**config.mk**
```make
export PLATFORM = sky130hd
export DESIGN_NAME = vector_load_unit
export DESIGN_NICKNAME = d
export VERILOG_FILES = /design/src/rtl/vector_load_unit.sv
export SDC_FILE = /design/constraint.sdc
export NUM_CORES = 1
export LEC_CHECK = 0
export CAP_MARGIN = 30
export CORE_UTILIZATION = 50
export CTS_BUF_LIST = sky130_fd_sc_hd__clkbuf_8
export DETAILED_ROUTE_END_ITERATION = 10
export GPL_ROUTABILITY_DRIVEN = 1
export HOLD_SLACK_MARGIN = 0.03
export PLACE_DENSITY = 0.77
export SKIP_LAST_GASP = 1
export SYNTH_ARGS = -nofsm -noshare
export SYNTH_HDL_FRONTEND = slang
export SYNTH_SLANG_ARGS = --single-unit
```
**constraint.sdc**
```tcl
create_clock -name clk -period 6.8 [get_ports clk]
set_input_delay 1.36 -clock clk [delete_from_list [all_inputs] [get_ports clk]]
set_output_delay 1.36 -clock clk [all_outputs]
set_load 0.02 [all_outputs]
```
**src/rtl/vector_load_unit.sv**
```systemverilog
// Vector load stage: gathers LANES strided words from data memory, one request
// at a time, and writes them as a single packed vector into the register bank.
module vector_load_unit #(
    parameter int unsigned ADDR_W = 32,
    parameter int unsigned LANES  = 4,
    parameter int unsigned LANE_W = 32
) (
    input  logic                     clk,
    input  logic                     rst,
    input  logic                     start,
    input  logic [ADDR_W-1:0]        base_addr,
    input  logic [ADDR_W-1:0]        stride,
    input  logic [3:0]               dst_reg,
    output logic                     busy,
    output logic                     done,
    output logic                     mem_re,
    output logic [ADDR_W-1:0]        mem_addr,
    input  logic [LANE_W-1:0]        mem_rdata,
    input  logic                     mem_valid,
    output logic                     we3,
    output logic [3:0]               wa3,
    output logic [LANES*LANE_W-1:0]  wd3
);

    localparam int unsigned LANE_CW = (LANES > 1) ? $clog2(LANES) : 1;
    localparam int unsigned DATA_W  = LANES * LANE_W;
    localparam logic [LANE_CW-1:0] LAST_LANE = LANE_CW'(LANES - 1);

    typedef enum logic [1:0] {
        S_IDLE,
        S_REQ,
        S_WAIT,
        S_WRITE
    } state_e;

    state_e                       state_q, state_d;
    logic [LANE_CW-1:0]           lane_q, lane_d;
    logic [ADDR_W-1:0]            base_q, base_d;
    logic [ADDR_W-1:0]            stride_q, stride_d;
    logic [3:0]                   dst_q, dst_d;
    logic [LANES-1:0][LANE_W-1:0] data_q, data_d;

    logic                         busy_q, busy_d;
    logic                         done_q, done_d;
    logic                         mem_re_q, mem_re_d;
    logic [ADDR_W-1:0]            mem_addr_q, mem_addr_d;
    logic                         we3_q, we3_d;
    logic [3:0]                   wa3_q, wa3_d;
    logic [DATA_W-1:0]            wd3_q, wd3_d;

    // Next-state, datapath and next-output logic; outputs are decoded from the
    // next state so every port comes straight from a flop.
    always_comb begin
        state_d    = state_q;
        lane_d     = lane_q;
        base_d     = base_q;
        stride_d   = stride_q;
        dst_d      = dst_q;
        data_d     = data_q;
        busy_d     = 1'b0;
        done_d     = 1'b0;
        mem_re_d   = 1'b0;
        mem_addr_d = '0;
        we3_d      = 1'b0;
        wa3_d      = '0;
        wd3_d      = '0;

        case (state_q)
            S_IDLE: begin
                if (start) begin
                    base_d   = base_addr;
                    stride_d = stride;
                    dst_d    = dst_reg;
                    lane_d   = '0;
                    data_d   = '0;
                    state_d  = S_REQ;
                end
            end
            S_REQ: begin
                state_d = S_WAIT;
            end
            S_WAIT: begin
                if (mem_valid) begin
                    data_d[lane_q] = mem_rdata;
                    if (lane_q == LAST_LANE) begin
                        state_d = S_WRITE;
                    end else begin
                        lane_d  = lane_q + LANE_CW'(1);
                        state_d = S_REQ;
                    end
                end
            end
            S_WRITE: begin
                state_d = S_IDLE;
            end
            default: begin
                state_d = S_IDLE;
            end
        endcase

        busy_d   = (state_d != S_IDLE);
        mem_re_d = (state_d == S_REQ);
        if (mem_re_d) begin
            mem_addr_d = base_d + ADDR_W'(lane_d) * stride_d;
        end
        we3_d  = (state_d == S_WRITE);
        done_d = we3_d;
        if (we3_d) begin
            wa3_d = dst_d;
            wd3_d = data_d;
        end
    end

    always_ff @(posedge clk or negedge rst) begin
        if (!rst) begin
            state_q    <= S_IDLE;
            lane_q     <= '0;
            base_q     <= '0;
            stride_q   <= '0;
            dst_q      <= '0;
            data_q     <= '0;
            busy_q     <= 1'b0;
            done_q     <= 1'b0;
            mem_re_q   <= 1'b0;
            mem_addr_q <= '0;
            we3_q      <= 1'b0;
            wa3_q      <= '0;
            wd3_q      <= '0;
        end else begin
            state_q    <= state_d;
            lane_q     <= lane_d;
            base_q     <= base_d;
            stride_q   <= stride_d;
            dst_q      <= dst_d;
            data_q     <= data_d;
            busy_q     <= busy_d;
            done_q     <= done_d;
            mem_re_q   <= mem_re_d;
            mem_addr_q <= mem_addr_d;
            we3_q      <= we3_d;
            wa3_q      <= wa3_d;
            wd3_q      <= wd3_d;
        end
    end

    assign busy     = busy_q;
    assign done     = done_q;
    assign mem_re   = mem_re_q;
    assign mem_addr = mem_addr_q;
    assign we3      = we3_q;
    assign wa3      = wa3_q;
    assign wd3      = wd3_q;

endmodule

```
; Word level (Yosys, flattened, before mapping)
; Cells that the tools add are included.
[op_classes]
mux = 23
add_sub_neg = 2
shift = 0
multipliers = 1
n_reduce_logical = 3
n_div = 0
eq_ne = 6
bitwise = 0
magnitude_cmp = 2
[ops]
columns = op, count
row1 = $mux 128, 3
row2 = $pmux 128 s2, 1
row3 = $mux 32, 6
row4 = $bwmux 128, 1
row5 = $demux 32 s2, 1
row6 = $add 32x32->32, 1
row7 = $mul 2x32->32, 1
row8 = $mux 2, 6
row9 = $mux 4, 3
row10 = $eq 2x2->1 const B, 4
row11 = $pmux 2 s4, 1
row12 = $eq 2x1->1 const B, 2
row13 = $pmux 2 s2, 1
row14 = $lt 2x3->1 const B, 1
row15 = $add 2x1->2 const B, 1
row16 = $ge 2x1->1 const B, 1
row17 = $logic_not 2->1, 1
row18 = $reduce_bool 2->1, 1
row19 = $logic_and 1x1->1, 1
[totals]
in_bits = 104
n_memories = 0
romBits = 0
mem_bits_rw = 0
output_inout_bits = 168
reg_bits = 367
latch_bits = 0
word_cells = 52

; Logic depth before layout (Yosys ltp)
; Gate-level depths: netlist (run 1).
[depth]
word_depth = 8
mapped_depth = 18
ltp_nobuf = 17

; Worst setup path before layout (run 1)
; Ideal clock, no wire load.
[synth_timing]
kind = input to register
start = input start
end = register mem_addr_q[31] (netlist: mem_addr[31])
required_time_ns = 6.681
setup_slack_ns = 1.786
setup_time_ns = 0.119
arrival_ns = 4.895
path_stages = 17
n_path_buf = 2
cell_sequence = nand2b_4 -> nor2_2 -> clkbuf_1 -> buf_2 -> mux2i_1 -> fa_1 -> inv_1 -> ha_1 -> fa_1 -> a211oi_1 -> nor2_1 -> a21oi_2 -> a2111oi_4 -> o21ai_2 -> a21oi_1 -> o21a_1 -> o21a_1
[synth_via]
elab_chain_len = 5
word_cells_on_any_way = 12
classes_between = add/sub (1) / mul (1) / eq/ne (1) / mux (9)
[synth_rtl]
columns = item, line_no
row1 = "start, declared", 10  ; input logic start,
row2 = $mux 2 or $mux 32 (tied branches), 70  ; if (start) begin
row3 = $pmux 2 s2 or $mux 32 (tied branches), 68  ; case (state_q)
row4 = $mul 2x32->32, 104  ; mem_addr_d = base_d + ADDR_W'(lane_d) * stride_d;
row5 = $add 32x32->32, 104
row6 = $mux 32 *, 103  ; if (mem_re_d) begin
row7 = via mem_addr_d[31], 46  ; logic [ADDR_W-1:0] mem_addr_q, mem_addr_d;
row8 = "end signal, assigned", 139  ; mem_addr_q <= mem_addr_d;
row9 = "end, declared", 46
; Mark *: on every way through the listed nets, which the timed path passes. The rest lies on a longest branch.

; Worst setup path after layout (run 1)
[layout_timing]
start = input mem_valid
end = register mem_addr_q[29] (netlist: mem_addr[29])
[layout_via]
elab_chain_len = 5
word_cells_on_any_way = 8
classes_between = add/sub (1) / mul (1) / eq/ne (1) / mux (5)
[layout_rtl]
columns = item, line_no
row1 = "start, declared", 19  ; input logic mem_valid,
row2 = $mux 2, 83  ; if (mem_valid) begin
row3 = $pmux 2 s2, 68
row4 = $mul 2x32->32, 104
row5 = $add 32x32->32, 104
row6 = $mux 32 *, 103
row7 = via mem_addr_d[29], 46
; Marked as above.

==> results of run 1 <==
sequential cells by signal (all words and copies together), names as in the netlist:
| register | cells |
|---|---|
| lane_q | 2 |
| wa3 | 4 |
| state_q | 2 |
| busy | 1 |
| data_q | 96 |
| mem_addr | 32 |
| stride_q | 32 |
| wd3 | 128 |
| base_q | 32 |
| we3 | 1 |
| mem_re | 1 |
| dst_q | 4 |
worst max-delay path: stages:
cell                              delay (ns)
sky130_fd_sc_hd__clkdlybuf4s50_1        0.54
sky130_fd_sc_hd__nand2_1                0.14
sky130_fd_sc_hd__nor2_2                 0.05
sky130_fd_sc_hd__a21bo_2                0.24
sky130_fd_sc_hd__a21oi_2                0.25
sky130_fd_sc_hd__buf_4                  0.29
sky130_fd_sc_hd__nand2_1                0.11
sky130_fd_sc_hd__fa_1                   0.51
sky130_fd_sc_hd__inv_1                  0.04
sky130_fd_sc_hd__ha_1                   0.42
sky130_fd_sc_hd__nand4_2                0.18
sky130_fd_sc_hd__o21ai_2                0.18
sky130_fd_sc_hd__nor3_1                 0.10
sky130_fd_sc_hd__a2111oi_4              0.52
sky130_fd_sc_hd__o21ai_2                0.14
sky130_fd_sc_hd__a31oi_1                0.23
sky130_fd_sc_hd__o21ai_0                0.09
sky130_fd_sc_hd__nor3b_2                0.15
cells in the mapped netlist (3+ instances only):
cell and instances:
sky130_fd_sc_hd__o21bai_1 4, sky130_fd_sc_hd__xor2_1 10, sky130_fd_sc_hd__o21ai_0 11, sky130_fd_sc_hd__a32o_1 96, sky130_fd_sc_hd__nor3_1 8, sky130_fd_sc_hd__dfrtp_1 335
sky130_fd_sc_hd__ha_1 31, sky130_fd_sc_hd__nand2_1 88, sky130_fd_sc_hd__a211oi_1 4, sky130_fd_sc_hd__and3_1 33, sky130_fd_sc_hd__a21oi_1 33, sky130_fd_sc_hd__nand3_1 14
sky130_fd_sc_hd__o21ai_2 3, sky130_fd_sc_hd__clkbuf_1 59, sky130_fd_sc_hd__mux2_2 38, sky130_fd_sc_hd__a211oi_2 3, sky130_fd_sc_hd__nand2b_1 4, sky130_fd_sc_hd__inv_1 100
sky130_fd_sc_hd__mux2i_1 30, sky130_fd_sc_hd__and2_1 105, sky130_fd_sc_hd__o21a_1 5, sky130_fd_sc_hd__a21o_1 13, sky130_fd_sc_hd__o21ai_1 3, sky130_fd_sc_hd__xnor2_1 12
sky130_fd_sc_hd__nor2_1 36, sky130_fd_sc_hd__buf_2 6, sky130_fd_sc_hd__a31oi_1 3, sky130_fd_sc_hd__fa_1 31
power breakdown:
| part | switching (mW) | leakage (nW) | internal (mW) |
|---|---|---|---|
| Sequential | 0.142 | 4.48 | 2.42 |
| Clock | 0.760 | 0.640 | 0.978 |
| Combinational | 1.85 | 3.71 | 1.25 |
cell type report:
type,instances,area share
antenna,1,0.000136
clock buffer,65,0.0485
clock inverter,29,0.0115
inverter,100,0.0203
multi-input combinational,647,0.281
sequential,335,0.454
tap,378,0.0256
timing repair buffer,289,0.159
metrics by stage:
stage	util	instances	instance area [µm²]	hold WS [ns]	power (mW)
final	0.662	1844	18500	0.481	7.40
after floorplan	-	1151	14200	0.458	4.86
after global routing	0.662	1843	18500	0.500	7.91
after CTS	0.661	1842	18400	0.486	7.45
after detailed placement	0.622	1748	17300	0.474	5.66
after global placement	0.621	1747	17300	0.466	5.56
logic make-up (layout without fill, tap and decap cells):
| family | count (synthesis) | count (layout) | synth area share |
|---|---|---|---|
| buf+inv | 169 | 483 | 0.0469 |
| compound gates | 190 | 190 | 0.113 |
| flops | 335 | 335 | 0.590 |
| fa+ha+maj | 62 | 62 | 0.0710 |
| simple gates | 304 | 304 | 0.113 |
| other cells | 0 | 1 | 0 |
| xor+xnor | 23 | 23 | 0.0152 |
| mux | 68 | 68 | 0.0513 |
path summary, 6_finish.rpt:
| kind | to | slack [ns] | cells after the start |
|---|---|---|---|
| min reg2reg | data_q[77] | 0.48 | 1 |
| max in group asynchronous | base_q[23] | 4.70 | 2 |
| max | mem_addr[29] | 1.68 | 18 |
| min in group asynchronous | wd3[26] | 0.84 | 1 |
| max reg2reg | mem_addr[29] | 2.46 | 16 |
| min | data_q[77] | 0.48 | 1 |
layer usage:
metal  routed length, µm  vias to the layer above  part of all wire  track usage
met4                 617                        0             0.018       0.0658
met3                2390                       48             0.072       0.0488
met5                   0                        -                 0            0
li1                    -                     4475                 -            -
met1               14500                     4883              0.43        0.318
met2               15900                      366              0.48        0.376
==> impl_metrics.tcl, run 1 <==
set metrics [dict create \
    clock_tree.htree_level_count 2 \
    layout.cells.most_common "sky130_fd_sc_hd__dfrtp_1" \
    synth_top_cell_by_area "sky130_fd_sc_hd__dfrtp_1" \
    clk-insertion-delay-late_ns 0.57 \
    peakVddDrop_v 0.000237 \
    synth.yosys.warnings 0 \
    routed_via_count 9772 \
    register_area_mm2 0.00838 \
    finalWeightedCongestion 0.845 \
    routedWlPerCell_um 18.1 \
    timing.max_cap.violations 0 \
    finalSetupViolations 0 \
    synth_enable_flop_cells 0 \
    clkSinkCount 335 \
    worst_slack_ns 1.68 \
    yosys_most_used_dff "sky130_fd_sc_hd__dfrtp_1" \
    global_route_wire_length_before_repair_um 52200 \
    fmax_ghz 0.195 \
    ctsRootBufferMaster "sky130_fd_sc_hd__clkbuf_8" \
    power.density_cell_area_mw_per_mm2 401 \
    share_of_yosys_cell_area_claimed_by_the_top_area_cell_type 0.590 \
    drtPass1Iterations 5 \
    postSynth.asyncResetShare 1.00 \
    wl_um 33400 \
    fraction_of_layout_instances_using_a_drive_strength_above_1 0.110 \
    grtUsageTotal 0.233 \
    r2r-start "state_q[1]" \
    most-common-layout-cells "sky130_fd_sc_hd__dfrtp_1 (335), sky130_fd_sc_hd__clkdlybuf4s50_1 (270), sky130_fd_sc_hd__inv_1 (117)" \
    timing.slew.headroom 0.413 \
    floorplan.io_pins 272 \
    end_kind "flop" \
    initial_core_util 0.510 \
    timing.final.max_slew_violations 0 \
    number_of_register_bits_inferred_by_synthesis 335 \
    max_slew.worst_pin.slew_ns 0.880 \
    timing.critical_path.arrival_ns 5.55 \
    skew_ns 0.0245 \
    drtAntennaViolNets 0 \
    post-route-min-period_ns 5.12 \
    critPathRequiredTime_ns 7.23 \
    synth.yosys.seq_area_share 0.590 \
    fp.dieH_um 171 \
    leakage_dissipation_nw 8.83 \
    place.port_buffers 271 \
    drt_iter0_drc 793 \
    clock_tree.buffer_depth 3 \
    avgViaCountPerCell 5.30 \
    synth_cell_types 59 \
    die-width_um 171 \
    std_cell_rows 61 \
    hpwlAfterDp_um 22100 \
    area_delta_synth_final_pct 29.9 \
    core_mm2 0.0279 \
    remaining_drc_errors 0 \
    worst_setup_slack_post_dpl_ns 1.10 \
    first_global_vias 9730 \
    result_of_the_run "finished clean" \
    cts-buffers-inserted 52 \
    grt_total_ovfl 0 \
    clkTransAtPathRegs_ns 0.06 \
    synthesis.area_per_instance_um2 12.3 \
    num-nets-final 1591 \
    final-hold-violation-count 0 \
    cts_setup_buffers 0 \
    holdBufCountCts 0 \
    holdCritPathClass "reg -> reg" \
    multi_input_comb_area_mm2 0.00518 \
    rsz0062_at_grt "false" \
    category_of_the_critical_setup_timing_path "in -> reg" \
    grt_start_max_net_pins 144 \
    timing.hold.worst.start "data_q[77]" \
    finalCritPeriodShare 0.753 \
    setup_total_negative_slack_ns 0 \
    worstPathMaxFanout 19 \
    antenna_violations_before_repair 2 \
    postSynthNetCount 1317 \
    fillerInstances 2043 \
    synth_cells 1151 \
    mappedNetlistArea_mm2 0.0142 \
    synth.top_cells.by_area "sky130_fd_sc_hd__dfrtp_1 (59%), sky130_fd_sc_hd__a32o_1 (6.8%), sky130_fd_sc_hd__and2_1 (4.6%), sky130_fd_sc_hd__fa_1 (4.4%), sky130_fd_sc_hd__mux2_2 (3.0%)" \
    critical_path.startpoint_type "input port" \
    die-area_mm2 0.0291 \
    cts_resized 0 \
    critical_path.startpoint "mem_valid" \
    cts_tree "yes" \
]
(Power assumes the default switching activity.)
==> run 2: changes to the inputs <==
==> constraint.sdc (replaced) <==
create_clock -name clk -period 5.3 [get_ports clk]
set_input_delay 1.06 -clock clk [delete_from_list [all_inputs] [get_ports clk]]
set_output_delay 1.06 -clock clk [all_outputs]
set_load 0.02 [all_outputs]
==> run 2 against run 1 <==
Die area stayed put. Sequential share of layout area hardly changed. Utilization hardly changed. Setup slack worse by 1.1 ns. Largest power group unchanged.
==> impl_metrics.tcl, run 2 (same netlist as run 1, synthesis figures left out) <==
set metrics [dict create \
    first_global_vias 10200 \
    area_delta_synth_final_pct 29.9 \
    core_mm2 0.0279 \
    avgViaCountPerCell 5.33 \
    skew_ns 0.0237 \
    end_kind "flop" \
    highest_delay_cell_along_the_critical_path "sky130_fd_sc_hd__fa_1" \
    std_cell_rows 61 \
    fmax_ghz 0.214 \
    r2r-start "state_q[1]" \
    timing.hold.worst_path_depth 1 \
    worst_setup_slack_post_dpl_ns 0.0351 \
    timing.final.max_slew_violations 0 \
    clkSinkCount 335 \
    cp_top_family "compound AO/OA/AOI/OAI gates" \
    global_route_wire_length_before_repair_um 54600 \
    finalCritPeriodShare 0.883 \
    fraction_of_layout_instances_using_a_drive_strength_above_1 0.115 \
    clock_tree.htree_level_count 2 \
    die-width_um 171 \
    die-area_mm2 0.0291 \
    cpMostUsedCell "sky130_fd_sc_hd__o21ai_2" \
    cts_setup_buffers 0 \
    met2WireLength_um 16300 \
    crit_buf_inv 3 \
    grtUsageTotal 0.242 \
    ctsRootBufferMaster "sky130_fd_sc_hd__clkbuf_8" \
    post_layout_nonfiller_instances 1852 \
    largest_register_ff_count 128 \
    clock_tree.buffer_depth 3 \
    ff2ff_path_depth 16 \
    fp.dieH_um 171 \
    layout.cells.most_common "sky130_fd_sc_hd__dfrtp_1" \
    worstPathMaxFanout 16 \
    design_area_mm2 0.0185 \
    num-nets-final 1602 \
    timing.slew.headroom 0.361 \
    crit_path_cell_trace "clkdlybuf4s50_1 -> nand2b_4 -> a21bo_2 -> a21oi_2 -> buf_4 -> nand2_1 -> fa_1 -> inv_1 -> ha_1 -> nand4_2 -> o21ai_2 -> nor3_1 -> a2111oi_4 -> o21ai_2 -> a31oi_1 -> o21ai_0 -> nor3b_2" \
    initial_core_util 0.510 \
    drtAntennaViolNets 0 \
    floorplan.io_pins 272 \
    antenna_violations_before_repair 0 \
    num_antenna_cells 0 \
    hpwlAfterDp_um 23000 \
    dp_cells 1759 \
    category_of_the_critical_setup_timing_path "in -> reg" \
    ff2ff_setup_slack_ns 1.04 \
    cts_tree "yes" \
    routed_via_count 9867 \
    peakVddDrop_v 0.000320 \
    holdCritPathClass "reg -> reg" \
    post-route-min-period_ns 4.68 \
    place.port_buffers 271 \
    setup_total_negative_slack_ns 0 \
    met3WireLength_um 2250 \
    worst_slack_ns 0.622 \
    timing.max_cap.violations 0 \
    critical_path.startpoint_type "input port" \
    routedWlPerCell_um 18.4 \
    grt_start_max_net_pins 121 \
    remaining_drc_errors 0 \
    power.density_cell_area_mw_per_mm2 514 \
    cts_resized 0 \
    most-common-layout-cells "sky130_fd_sc_hd__dfrtp_1 (335), sky130_fd_sc_hd__clkdlybuf4s50_1 (270), sky130_fd_sc_hd__inv_1 (118)" \
    max_slew.worst_pin.slew_ns 0.958 \
    timing.hold.worst.start "data_q[30]" \
    holdBufCountCts 0 \
    finalSetupViolations 0 \
    rsz0062_at_grt "false" \
    leakage_dissipation_nw 8.85 \
    cts-buffers-inserted 53 \
    timing.critical_path.arrival_ns 5.11 \
    postPlaceCellArea_mm2 0.0174 \
    drt_iter0_drc 884 \
    final-hold-violation-count 0 \
    critPathRequiredTime_ns 5.73 \
    wl_met1_um 15000 \
    worstReg2RegEnd "mem_addr[29]" \
    clk-insertion-delay-late_ns 0.59 \
    critical-path-max-stage-delay_ns 0.52 \
    clkTransAtPathRegs_ns 0.06 \
    finalWeightedCongestion 0.888 \
    grt_total_ovfl 0 \
    drtPass1Iterations 5 \
    dr.max_layer_used "met4" \
    hold_end "data_q[30]" \
    wl_um 34200 \
    result_of_the_run "finished clean" \
]
==> run 2: changes by cell type in the layout (fill, tap and decap cells not counted), moves of 2 or more <==
| cell | before | now |
|---|---|---|
| sky130_fd_sc_hd__buf_16 | 2 | 0 |
| sky130_fd_sc_hd__buf_4 | 13 | 24 |
| sky130_fd_sc_hd__bufinv_16 | 3 | 1 |
| sky130_fd_sc_hd__clkinv_8 | 0 | 2 |
| sky130_fd_sc_hd__inv_8 | 2 | 0 |
==> run 2: cell type report <==
type                       count  area (µm²)
tap                          378         473
sequential                   335        8380
clock inverter                28         168
multi-input combinational    647        5180
clock buffer                  65         895
fill                        2088        9400
timing repair buffer         299        2980
inverter                     100         375
==> run 2: power breakdown <==
part	switching, mW	internal [mW]
clock network	0.981	1.16
logic	2.44	1.64
registers	0.173	3.10
total	3.60	5.90
==> run 2: worst max path at each step <==
stage | cells past startpoint | endpoint | slack, ns | startpoint
5_1_grt | 18 | mem_addr[29] | 0.26 | mem_valid
4_1_cts | 17 | mem_addr[29] | 0.66 | start
6_report | 17 | mem_addr[29] | 0.62 | start
3_3_place_gp | 17 | mem_addr[30] | 0.19 | start
3_5_place_dp | 17 | mem_addr[29] | 0.04 | start
2_1_floorplan | 17 | mem_addr[31] | 0.59 | start
==> run 2: worst reg2reg max path, cell delays in order, from the launching register on <==
cell and delay (ns):
sky130_fd_sc_hd__dfrtp_1 0.46, sky130_fd_sc_hd__nand2b_4 0.20, sky130_fd_sc_hd__a21bo_2 0.24, sky130_fd_sc_hd__a21oi_2 0.24, sky130_fd_sc_hd__buf_4 0.28, sky130_fd_sc_hd__nand2_1 0.11, sky130_fd_sc_hd__fa_1 0.52, sky130_fd_sc_hd__inv_1 0.05
sky130_fd_sc_hd__ha_1 0.41, sky130_fd_sc_hd__nand4_2 0.18, sky130_fd_sc_hd__o21ai_2 0.19, sky130_fd_sc_hd__nor3_1 0.10, sky130_fd_sc_hd__a2111oi_4 0.52, sky130_fd_sc_hd__o21ai_2 0.14, sky130_fd_sc_hd__a31oi_1 0.24, sky130_fd_sc_hd__o21ai_0 0.10
sky130_fd_sc_hd__nor3b_2 0.16
==> run 2: per-stage QoR <==
stage / util / power, mW / hold slack (ns)
floorplan: - / 6.23 / 0.458
global placement: 0.624 / 7.25 / 0.465
finish: 0.662 / 9.49 / 0.481
detailed placement: 0.624 / 7.37 / 0.474
global route: 0.662 / 10.2 / 0.495
CTS: 0.662 / 9.56 / 0.487
==> run 2: layer usage <==
metal	global-route usage	up-vias
met5	0	-
met4	0.0603	0
met3	0.0497	55
met2	0.395	331
met1	0.332	4990
li1	-	4491
